`src/rtl/apb_protocol_monitor.sv`:
```
// Passive APB protocol monitor: tracks IDLE/SETUP/ACCESS, flags protocol and
// register-map violations, and keeps transfer/error/wait-state statistics.
module apb_protocol_monitor #(
    parameter int                   ADDR_WIDTH   = 8,
    parameter int                   DATA_WIDTH   = 8,
    parameter int                   REG_COUNT    = 8,
    parameter logic [REG_COUNT-1:0] WR_ONLY_MASK = 8'b0101_0100,
    parameter logic [REG_COUNT-1:0] RD_ONLY_MASK = 8'b0010_1000,
    parameter int                   MAX_WAIT     = 16,
    parameter int                   CNT_WIDTH    = 16
) (
    input  logic                  PCLK,
    input  logic                  PRESETn,
    input  logic                  PSELx,
    input  logic                  PENABLE,
    input  logic                  PWRITE,
    input  logic [ADDR_WIDTH-1:0] PADDR,
    input  logic [DATA_WIDTH-1:0] PWDATA,
    input  logic [DATA_WIDTH-1:0] PRDATA,
    input  logic                  PREADY,
    input  logic                  clr_i,
    output logic                  err_valid,
    output logic [2:0]            err_code,
    output logic [ADDR_WIDTH-1:0] err_addr,
    output logic [6:0]            err_status,
    output logic [CNT_WIDTH-1:0]  wr_cnt,
    output logic [CNT_WIDTH-1:0]  rd_cnt,
    output logic [CNT_WIDTH-1:0]  err_cnt,
    output logic [7:0]            wait_max
);

    typedef enum logic [1:0] {S_IDLE, S_SETUP, S_ACCESS} state_t;

    localparam logic [7:0] MAX_WAIT_C = 8'(MAX_WAIT);

    state_t                  state_q, state_d;
    logic [ADDR_WIDTH-1:0]   addr_q, addr_d;
    logic                    write_q, write_d;
    logic [DATA_WIDTH-1:0]   wdata_q, wdata_d;
    logic [7:0]              wait_q, wait_d, wait_inc;
    logic                    w6_fired_q, w6_fired_d;

    logic                    err_valid_q;
    logic [2:0]              err_code_q, err_code_d;
    logic [ADDR_WIDTH-1:0]   err_addr_q, err_addr_d;
    logic [6:0]              err_status_q;
    logic [CNT_WIDTH-1:0]    wr_cnt_q, rd_cnt_q, err_cnt_q;
    logic [7:0]              wait_max_q;

    logic                    setup_ph, access_ph, in_setup, acc_smp, done, setup_entry;
    logic [6:0]              err_hit;

    // Read data is part of the observed bus but carries no protocol rule here.
    logic                    unused_prdata;
    assign unused_prdata = ^PRDATA;

    function automatic logic addr_in_map(input logic [ADDR_WIDTH-1:0] a);
        logic hit;
        hit = 1'b0;
        for (int i = 0; i < REG_COUNT; i++) begin
            if (a == ADDR_WIDTH'(i)) hit = 1'b1;
        end
        return hit;
    endfunction

    function automatic logic mask_bit(input logic [REG_COUNT-1:0] mask,
                                      input logic [ADDR_WIDTH-1:0] a);
        logic b;
        b = 1'b0;
        for (int i = 0; i < REG_COUNT; i++) begin
            if (a == ADDR_WIDTH'(i)) b = mask[i];
        end
        return b;
    endfunction

    function automatic logic [2:0] lowest_code(input logic [6:0] hits);
        logic [2:0] c;
        c = 3'd0;
        for (int i = 6; i >= 0; i--) begin
            if (hits[i]) c = 3'(i + 1);
        end
        return c;
    endfunction

    function automatic logic [CNT_WIDTH-1:0] sat_inc(input logic [CNT_WIDTH-1:0] v);
        return (&v) ? v : v + CNT_WIDTH'(1);
    endfunction

    always_ff @(posedge PCLK) begin
        if (!PRESETn) begin
            state_q    <= S_IDLE;
            wait_q     <= '0;
            w6_fired_q <= 1'b0;
        end else begin
            state_q    <= state_d;
            wait_q     <= wait_d;
            w6_fired_q <= w6_fired_d;
        end
    end

    always_comb begin
        state_d = state_q;
        case (state_q)
            S_IDLE: begin
                if (setup_ph) state_d = S_SETUP;
            end
            S_SETUP, S_ACCESS: begin
                if (access_ph)     state_d = PREADY ? S_IDLE : S_ACCESS;
                else if (setup_ph) state_d = S_SETUP;
                else               state_d = S_IDLE;
            end
            default: state_d = S_IDLE;
        endcase
    end

    // State_q==SETUP means the setup phase was just sampled, so this edge sees
    // the first access-phase sample as well as the post-setup map checks.
    always_comb begin
        setup_ph    = PSELx & ~PENABLE;
        access_ph   = PSELx & PENABLE;
        in_setup    = (state_q == S_SETUP);
        acc_smp     = (in_setup || state_q == S_ACCESS) && access_ph;
        done        = acc_smp & PREADY;
        setup_entry = (state_d == S_SETUP);
    end

    always_comb begin
        addr_d  = addr_q;
        write_d = write_q;
        wdata_d = wdata_q;
        if (setup_entry) begin
            addr_d  = PADDR;
            write_d = PWRITE;
            if (PWRITE) wdata_d = PWDATA;
        end

        wait_inc = (&wait_q) ? wait_q : wait_q + 8'd1;
        wait_d   = wait_q;
        if (setup_entry)           wait_d = '0;
        else if (acc_smp && !PREADY) wait_d = wait_inc;

        err_hit    = '0;
        err_hit[0] = in_setup && !access_ph;
        err_hit[1] = acc_smp && ((PADDR != addr_q) || (PWRITE != write_q) ||
                                 (write_q && (PWDATA != wdata_q)));
        err_hit[2] = PENABLE && !PSELx;
        err_hit[3] = in_setup && write_q && mask_bit(RD_ONLY_MASK, addr_q);
        err_hit[4] = in_setup && !write_q && mask_bit(WR_ONLY_MASK, addr_q);
        err_hit[5] = acc_smp && !PREADY && !w6_fired_q && (wait_inc == MAX_WAIT_C);
        err_hit[6] = in_setup && !addr_in_map(addr_q);

        w6_fired_d = w6_fired_q;
        if (setup_entry)     w6_fired_d = 1'b0;
        else if (err_hit[5]) w6_fired_d = 1'b1;

        err_code_d = lowest_code(err_hit);
        err_addr_d = (err_code_d == 3'd3) ? PADDR : addr_q;
    end

    // Latched transfer attributes carry no reset; they are reloaded on every setup.
    always_ff @(posedge PCLK) begin
        addr_q  <= addr_d;
        write_q <= write_d;
        wdata_q <= wdata_d;
    end

    always_ff @(posedge PCLK) begin
        if (!PRESETn) begin
            err_valid_q  <= 1'b0;
            err_code_q   <= '0;
            err_addr_q   <= '0;
            err_status_q <= '0;
            wr_cnt_q     <= '0;
            rd_cnt_q     <= '0;
            err_cnt_q    <= '0;
            wait_max_q   <= '0;
        end else begin
            err_valid_q <= |err_hit;
            if (|err_hit) begin
                err_code_q <= err_code_d;
                err_addr_q <= err_addr_d;
            end
            // Clear wins over any statistic update sampled on the same edge.
            if (clr_i) begin
                err_status_q <= '0;
                wr_cnt_q     <= '0;
                rd_cnt_q     <= '0;
                err_cnt_q    <= '0;
                wait_max_q   <= '0;
            end else begin
                err_status_q <= err_status_q | err_hit;
                if (|err_hit) err_cnt_q <= sat_inc(err_cnt_q);
                if (done) begin
                    if (write_q) wr_cnt_q <= sat_inc(wr_cnt_q);
                    else         rd_cnt_q <= sat_inc(rd_cnt_q);
                    if (wait_q > wait_max_q) wait_max_q <= wait_q;
                end
            end
        end
    end

    assign err_valid  = err_valid_q;
    assign err_code   = err_code_q;
    assign err_addr   = err_addr_q;
    assign err_status = err_status_q;
    assign wr_cnt     = wr_cnt_q;
    assign rd_cnt     = rd_cnt_q;
    assign err_cnt    = err_cnt_q;
    assign wait_max   = wait_max_q;

endmodule

```
`config.mk`:
```
export PLATFORM = sky130hd
export DESIGN_NAME = apb_protocol_monitor
export DESIGN_NICKNAME = d
export VERILOG_FILES = /design/src/rtl/apb_protocol_monitor.sv
export SDC_FILE = /design/constraint.sdc
export NUM_CORES = 1
export LEC_CHECK = 0
export ABC_AREA = 1
export CORE_ASPECT_RATIO = 1.25
export CORE_UTILIZATION = 30
export CTS_CLUSTER_SIZE = 25
export DETAILED_ROUTE_END_ITERATION = 8
export MAX_ROUTING_LAYER = met4
export SLEW_MARGIN = 20
export SYNTH_ARGS = -nofsm -noshare
export SYNTH_HDL_FRONTEND = slang
export SYNTH_SLANG_ARGS = --single-unit
```
`constraint.sdc`:
```
create_clock -name PCLK -period 2.11 [get_ports PCLK]
set_input_delay 0.422 -clock PCLK [delete_from_list [all_inputs] [get_ports PCLK]]
set_output_delay 0.422 -clock PCLK [all_outputs]
set_load 0.01 [all_outputs]
```
* Yosys cells after proc, flatten, opt, wreduce, memory -nomap -nowiden *
Cells that the tools add are included.
W data, S select, Z words.

word-level totals
  memories = 0
  ROM bits = 0
  logic and storage cells = 114
  output and inout port bits = 75
  bits in writable memories = 0
  register bits = 103
  latch bits = 0

cells by class
  shifts and indexed selects = 0
  div/mod/pow operators = 0
  reductions and logical operators = 37
  eq/ne operators = 15
  add/sub/neg operators = 4
  multipliers = 0
  $lt $le $gt $ge = 1
  multiplexer cells = 33
  bitwise operators = 10

operator list
  kind                     number
  $add A16 B1 Y16 const B  3
  $reduce_and A16 Y1       3
  $eq A8 B3 Y1 const B     4
  $mux W3                  7
  $mux W1                  20
  $eq A8 B2 Y1 const B     2
  $mux W8                  2
  $ne A8 B8 Y1             2
  $logic_and A1 B1 Y1      13
  $add A8 B1 Y8 const B    1
  $eq A8 B1 Y1 const B     1
  $eq A8 B5 Y1 const B     1
  $gt A8 B8 Y1             1
  $logic_not A8 Y1         1
  $reduce_and A8 Y1        1
  $or A7 B7 Y7             1
  $reduce_or A7 Y1         1
  $logic_not A1 Y1         6
  $mux W2                  3
  $not A1 Y1               6
  $reduce_and A2 Y1        3
  $reduce_and A3 Y1        2
  $reduce_or A2 Y1         3
  $eq A2 B1 Y1 const B     2
  7 further kinds          11

* Logic depth before layout (Yosys ltp) *
  depth after elaboration = 20
  gate-level depth with buffers = 19

* Worst setup path after synthesis *
Ideal clock, no wire load.

  path type = reg2reg
  from = register state_q[0]
  to = register err_addr_q[0], in the netlist err_addr[0]
  data arrival time = 2,039 ps
  setup time = 113 ps
  required time = 1,997 ps
  setup slack = -42 ps
  cell stages (with the launch flop) = 18
  path through = dfxtp_1 inv_1 ha_1 nand3_1 nor2_1 nand2_1 a21oi_2 nand2_1 nor2_1 nand2_2 nand2_4 nand2_1 nand2_2 nand3_4 nor2_4 nand2_1 nand3_1 nand2_1

on the way
  longest elaborated chain between the ends = 14
  elaborated cells between the ends (all ways) = 24
  those cells by class = eq/ne (3); mux (8); reduce/logical (13)

ends and longest elaborated chain
  element                                       RTL line  source
  start, declared                               36        state_t state_q, state_d;
  start signal, assigned                        95        state_q <= state_d;
  $eq A2 B1 Y1 or $eq A2 B2 Y1 (tied branches)  121, 122
  $logic_or A1 B1 Y1                            122       acc_smp = (in_setup || state_q == S_ACCESS) && access_ph;
  $logic_and A1 B1 Y1                           122
  $logic_and A1 B1 Y1 (3 in a row)              149       err_hit[5] = acc_smp && !PREADY && !w6_fired_q && (wait_inc == MAX_WAIT_C);
  $mux W3 (6 in a row)                          80        if (hits[i]) c = 3'(i + 1);
  $eq A3 B2 Y1                                  157       err_addr_d = (err_code_d == 3'd3) ? PADDR : addr_q;
  $mux W8                                       157
  end signal, assigned                          181       err_addr_q <= err_addr_d;
  end, declared                                 45        logic [ADDR_WIDTH-1:0] err_addr_q, err_addr_d;

Parallel ways exist; a longest one is shown, timed or not.
A chain may end at the register's enable or synchronous reset.

* Worst setup path in the final report *
  from = register state_q[1]
  to = register err_cnt_q[6], in the netlist err_cnt[6]

on the way
  longest elaborated chain between the ends = 8
  elaborated cells between the ends (all ways) = 16
  those cells by class = eq/ne (2); reduce/logical (14)

ends and longest elaborated chain
  element                                       RTL line  source
  $eq A2 B1 Y1 or $eq A2 B2 Y1 (tied branches)  121, 122
  $logic_or A1 B1 Y1                            122
  $logic_and A1 B1 Y1                           122
  $logic_and A1 B1 Y1 (3 in a row)              149
  $reduce_or A7 Y1 *                            192       if (|err_hit) err_cnt_q <= sat_inc(err_cnt_q);
  $reduce_and A2 Y1 (no line) *                 -
  end signal, assigned                          192
  end, declared                                 47        logic [CNT_WIDTH-1:0] wr_cnt_q, rd_cnt_q, err_cnt_q;

Mark *: on every way between the ends. The rest lies on a longest branch, timed or not.

==> results_dict.tcl <==
set metrics [dict create \
    worst_pin_slew_ns 0.484 \
    slew_headroom 0.675 \
    worst_slack_ns -0.0640 \
    p_leak_nw 3.27 \
    synthArstFlopShare 0 \
    critPathKind "flop to flop" \
    clk_pin_slew_ns 0.08 \
    antenna_cells 0 \
    track_usage 0.169 \
    nets 1001 \
    vdd_drop_max_uv 335 \
    setup-violations-final 11 \
    final_cell_mix "nand2_1 (133), inv_1 (116), buf_4 (112), clkdlybuf4s50_1 (94), dfxtp_1 (81)" \
    wl_per_cell_um 12.4 \
    final-hold-violation-count 0 \
    period_needed_ns 2.17 \
    start_kind "flop" \
    min-delay-start "PADDR[3]" \
    synth.avg_cell_area_um2 7.18 \
    wirelength_mm 14.7 \
    critPathLaunch "state_q[1]" \
    min_period_over_period 1.03 \
    r2r_end "err_cnt[6]" \
    grt_start_max_net_pins 24 \
    synth_edf_count 17 \
    postLayoutCellArea_um2 8130 \
    first_iter_violations 270 \
    layout-drive-gt1-share 0.247 \
    gp_congestion 0.825 \
    drc 0 \
    floorplan.die_area_um2 18200 \
    status "complete, but fails checks" \
    r2r-start "state_q[1]" \
    cts_buffers 9 \
    slew_viol_final 0 \
    dp_hpwl_mm 10.7 \
    min_path_cells 1 \
    clock_latency_ns 0.36 \
    cts_tree "done" \
    finalNonFillerCells 1184 \
    rsz0062_at_grt "yes" \
    grt_pass1_wl_mm 23.3 \
    ctsHtreeMaxLevel 3 \
    clockBufferDepth 2 \
    num_vias 5413 \
    crit_path_end_kind "flop" \
    final_common_cell "nand2_1" \
    cap_violations 0 \
    place_inst 1139 \
    numPortBuffers 97 \
    io_pins 106 \
    crit_arrival_ns 2.43 \
    grt_pass1_vias 5038 \
    synth.ff_latch_count 103 \
    cp_data_required_time_ns 2.36 \
    core-area_um2 17400 \
    drtAntennaViolNets 0 \
    max_freq_ghz 0.460 \
    hold_path.class "input pin to flop" \
    start_util 0.306 \
    place_area_um2 7240 \
    viasPerCell 4.57 \
    firstDrtPassIters 4 \
    min_to "addr_q[3]" \
    synthesis.nets 785 \
    rows 54 \
    grt_overflow_total 0 \
    seq_area_frac_synth 0.420 \
    ys_warn_count 0 \
    synth_cell_types 38 \
    violations "negative setup slack" \
    rrSetupSlack_ns -0.06 \
    synth_top_flop_cell "dfxtp_1" \
    ff2ff_path_depth 17 \
    synthCells 739 \
    fp.dieH_um 151 \
    crit_fanout 5 \
    skew_ns 0.0124 \
    antenna_found_initial 0 \
    syn_to_final_growth_pct 53.1 \
    power_density_nw_per_um2 557 \
    cts-root-buf "clkbuf_16" \
    die_width_um 121 \
    netlist_area_um2 5310 \
    clock_sinks 103 \
]
## cell usage after synthesis (11+ instances only)
cell / count / area [um2]
dfxtp_1: 86 / 1720
edfxtp_1: 17 / 510
o21ai_0: 50 / 250
nand2_1: 155 / 582
nand4_1: 11 / 68.8
xnor2_1: 15 / 131
ha_1: 15 / 188
nand3_1: 48 / 240
nor2_1: 70 / 263
inv_1: 123 / 462
a21oi_1: 53 / 265
nor3_1: 31 / 155
## stage by stage
step | power (mW) | setup TNS (ns) | worst slack (ns) | util | hold slack, ns
2_1_floorplan | 2.41 | 0 | 0.00296 | - | 0.430
6_report | 4.53 | -0.168 | -0.0640 | 0.468 | 0.334
3_5_place_dp | 2.69 | -20.53 | -0.487 | 0.417 | 0.442
3_3_place_gp | 2.68 | -19.29 | -0.447 | 0.417 | 0.440
5_1_grt | 4.73 | -3.76 | -0.197 | 0.468 | 0.331
4_1_cts | 4.49 | -0.00968 | -0.00664 | 0.444 | 0.456
## critical path, cell delays in order (launching register included)
cell	delay, ns
dfxtp_2	0.34
inv_2	0.05
ha_4	0.28
nand3_4	0.07
nor2_4	0.11
nand2_2	0.06
a21oi_2	0.11
nand2_1	0.06
nor2_1	0.11
nand2_2	0.11
nand2_4	0.10
nor2_4	0.04
nand2_2	0.09
nand2_4	0.08
buf_4	0.15
clkbuf_16	0.15
nor3_4	0.11
nor3_2	0.06
## state kept, by name, summed over array words and instances, names as in the netlist
register	cells
err_cnt	16
rd_cnt	16
wr_cnt	16
err_valid	1
err_code	3
err_addr	8
wait_q	8
write_q	1
addr_q	8
state_q	2
err_status	7
wdata_q	8
w6_fired_q	1
wait_max	8
## area by class of cell
type,instances,area (um2)
clock buffers,9,225
clock inverters,7,77.6
fillers,1740,9240
inverters,125,475
multi-input cells,500,2890
flip-flops and latches,103,2240
well taps,224,280
repair buffers,216,1940
## where the power goes
group	total [mW]	internal, mW	leakage, nW	switching [mW]
Clock	1.76	0.935	0.147	0.829
Sequential	2.10	2.06	0.857	0.0414
Combinational	0.666	0.338	2.26	0.328
Total	4.53	3.33	3.27	1.20
## cells by family (layout without fill, tap and decap cells)
| family | count (synthesis) | after routing | share of synthesized area |
|---|---|---|---|
| adders and majority gates | 15 | 15 | 0.0354 |
| xor gates and xnor gates | 19 | 19 | 0.0313 |
| DFF | 103 | 103 | 0.420 |
| and+or+nand+nor | 343 | 344 | 0.289 |
| buffers and inverters | 137 | 357 | 0.101 |
| AOI/OAI and AO/OA | 122 | 122 | 0.123 |
## per-layer routing
metal,wire length (um),track usage
met1,6440,0.193
met2,7390,0.287
met3,559,0.0375
met4,295,0.0611
met5,0,-
## worst max path at each step
stage,to,slack (ns),cells past startpoint
5_1_grt,err_cnt[6],-0.20,17
3_3_place_gp,err_addr[0],-0.45,16
3_5_place_dp,err_addr[6],-0.49,16
4_1_cts,err_addr[7],-0.007,15
6_report,err_cnt[6],-0.06,17
2_1_floorplan,err_addr[0],0.003,17
## timing repair
| item | in CTS | in global routing |
|---|---|---|
| pin swaps | 7 | 16 |
| gates cloned | 1 | 2 |
| setup buffers | 12 | 15 |
| hold endpoints to repair | 0 | 0 |
| hold buffers | 0 | 0 |
| resized for setup | 18 | 82 |
| endpoints found under the setup margin | 19 | 47 |
No activity file was read; power rests on OpenSTA's default activity.
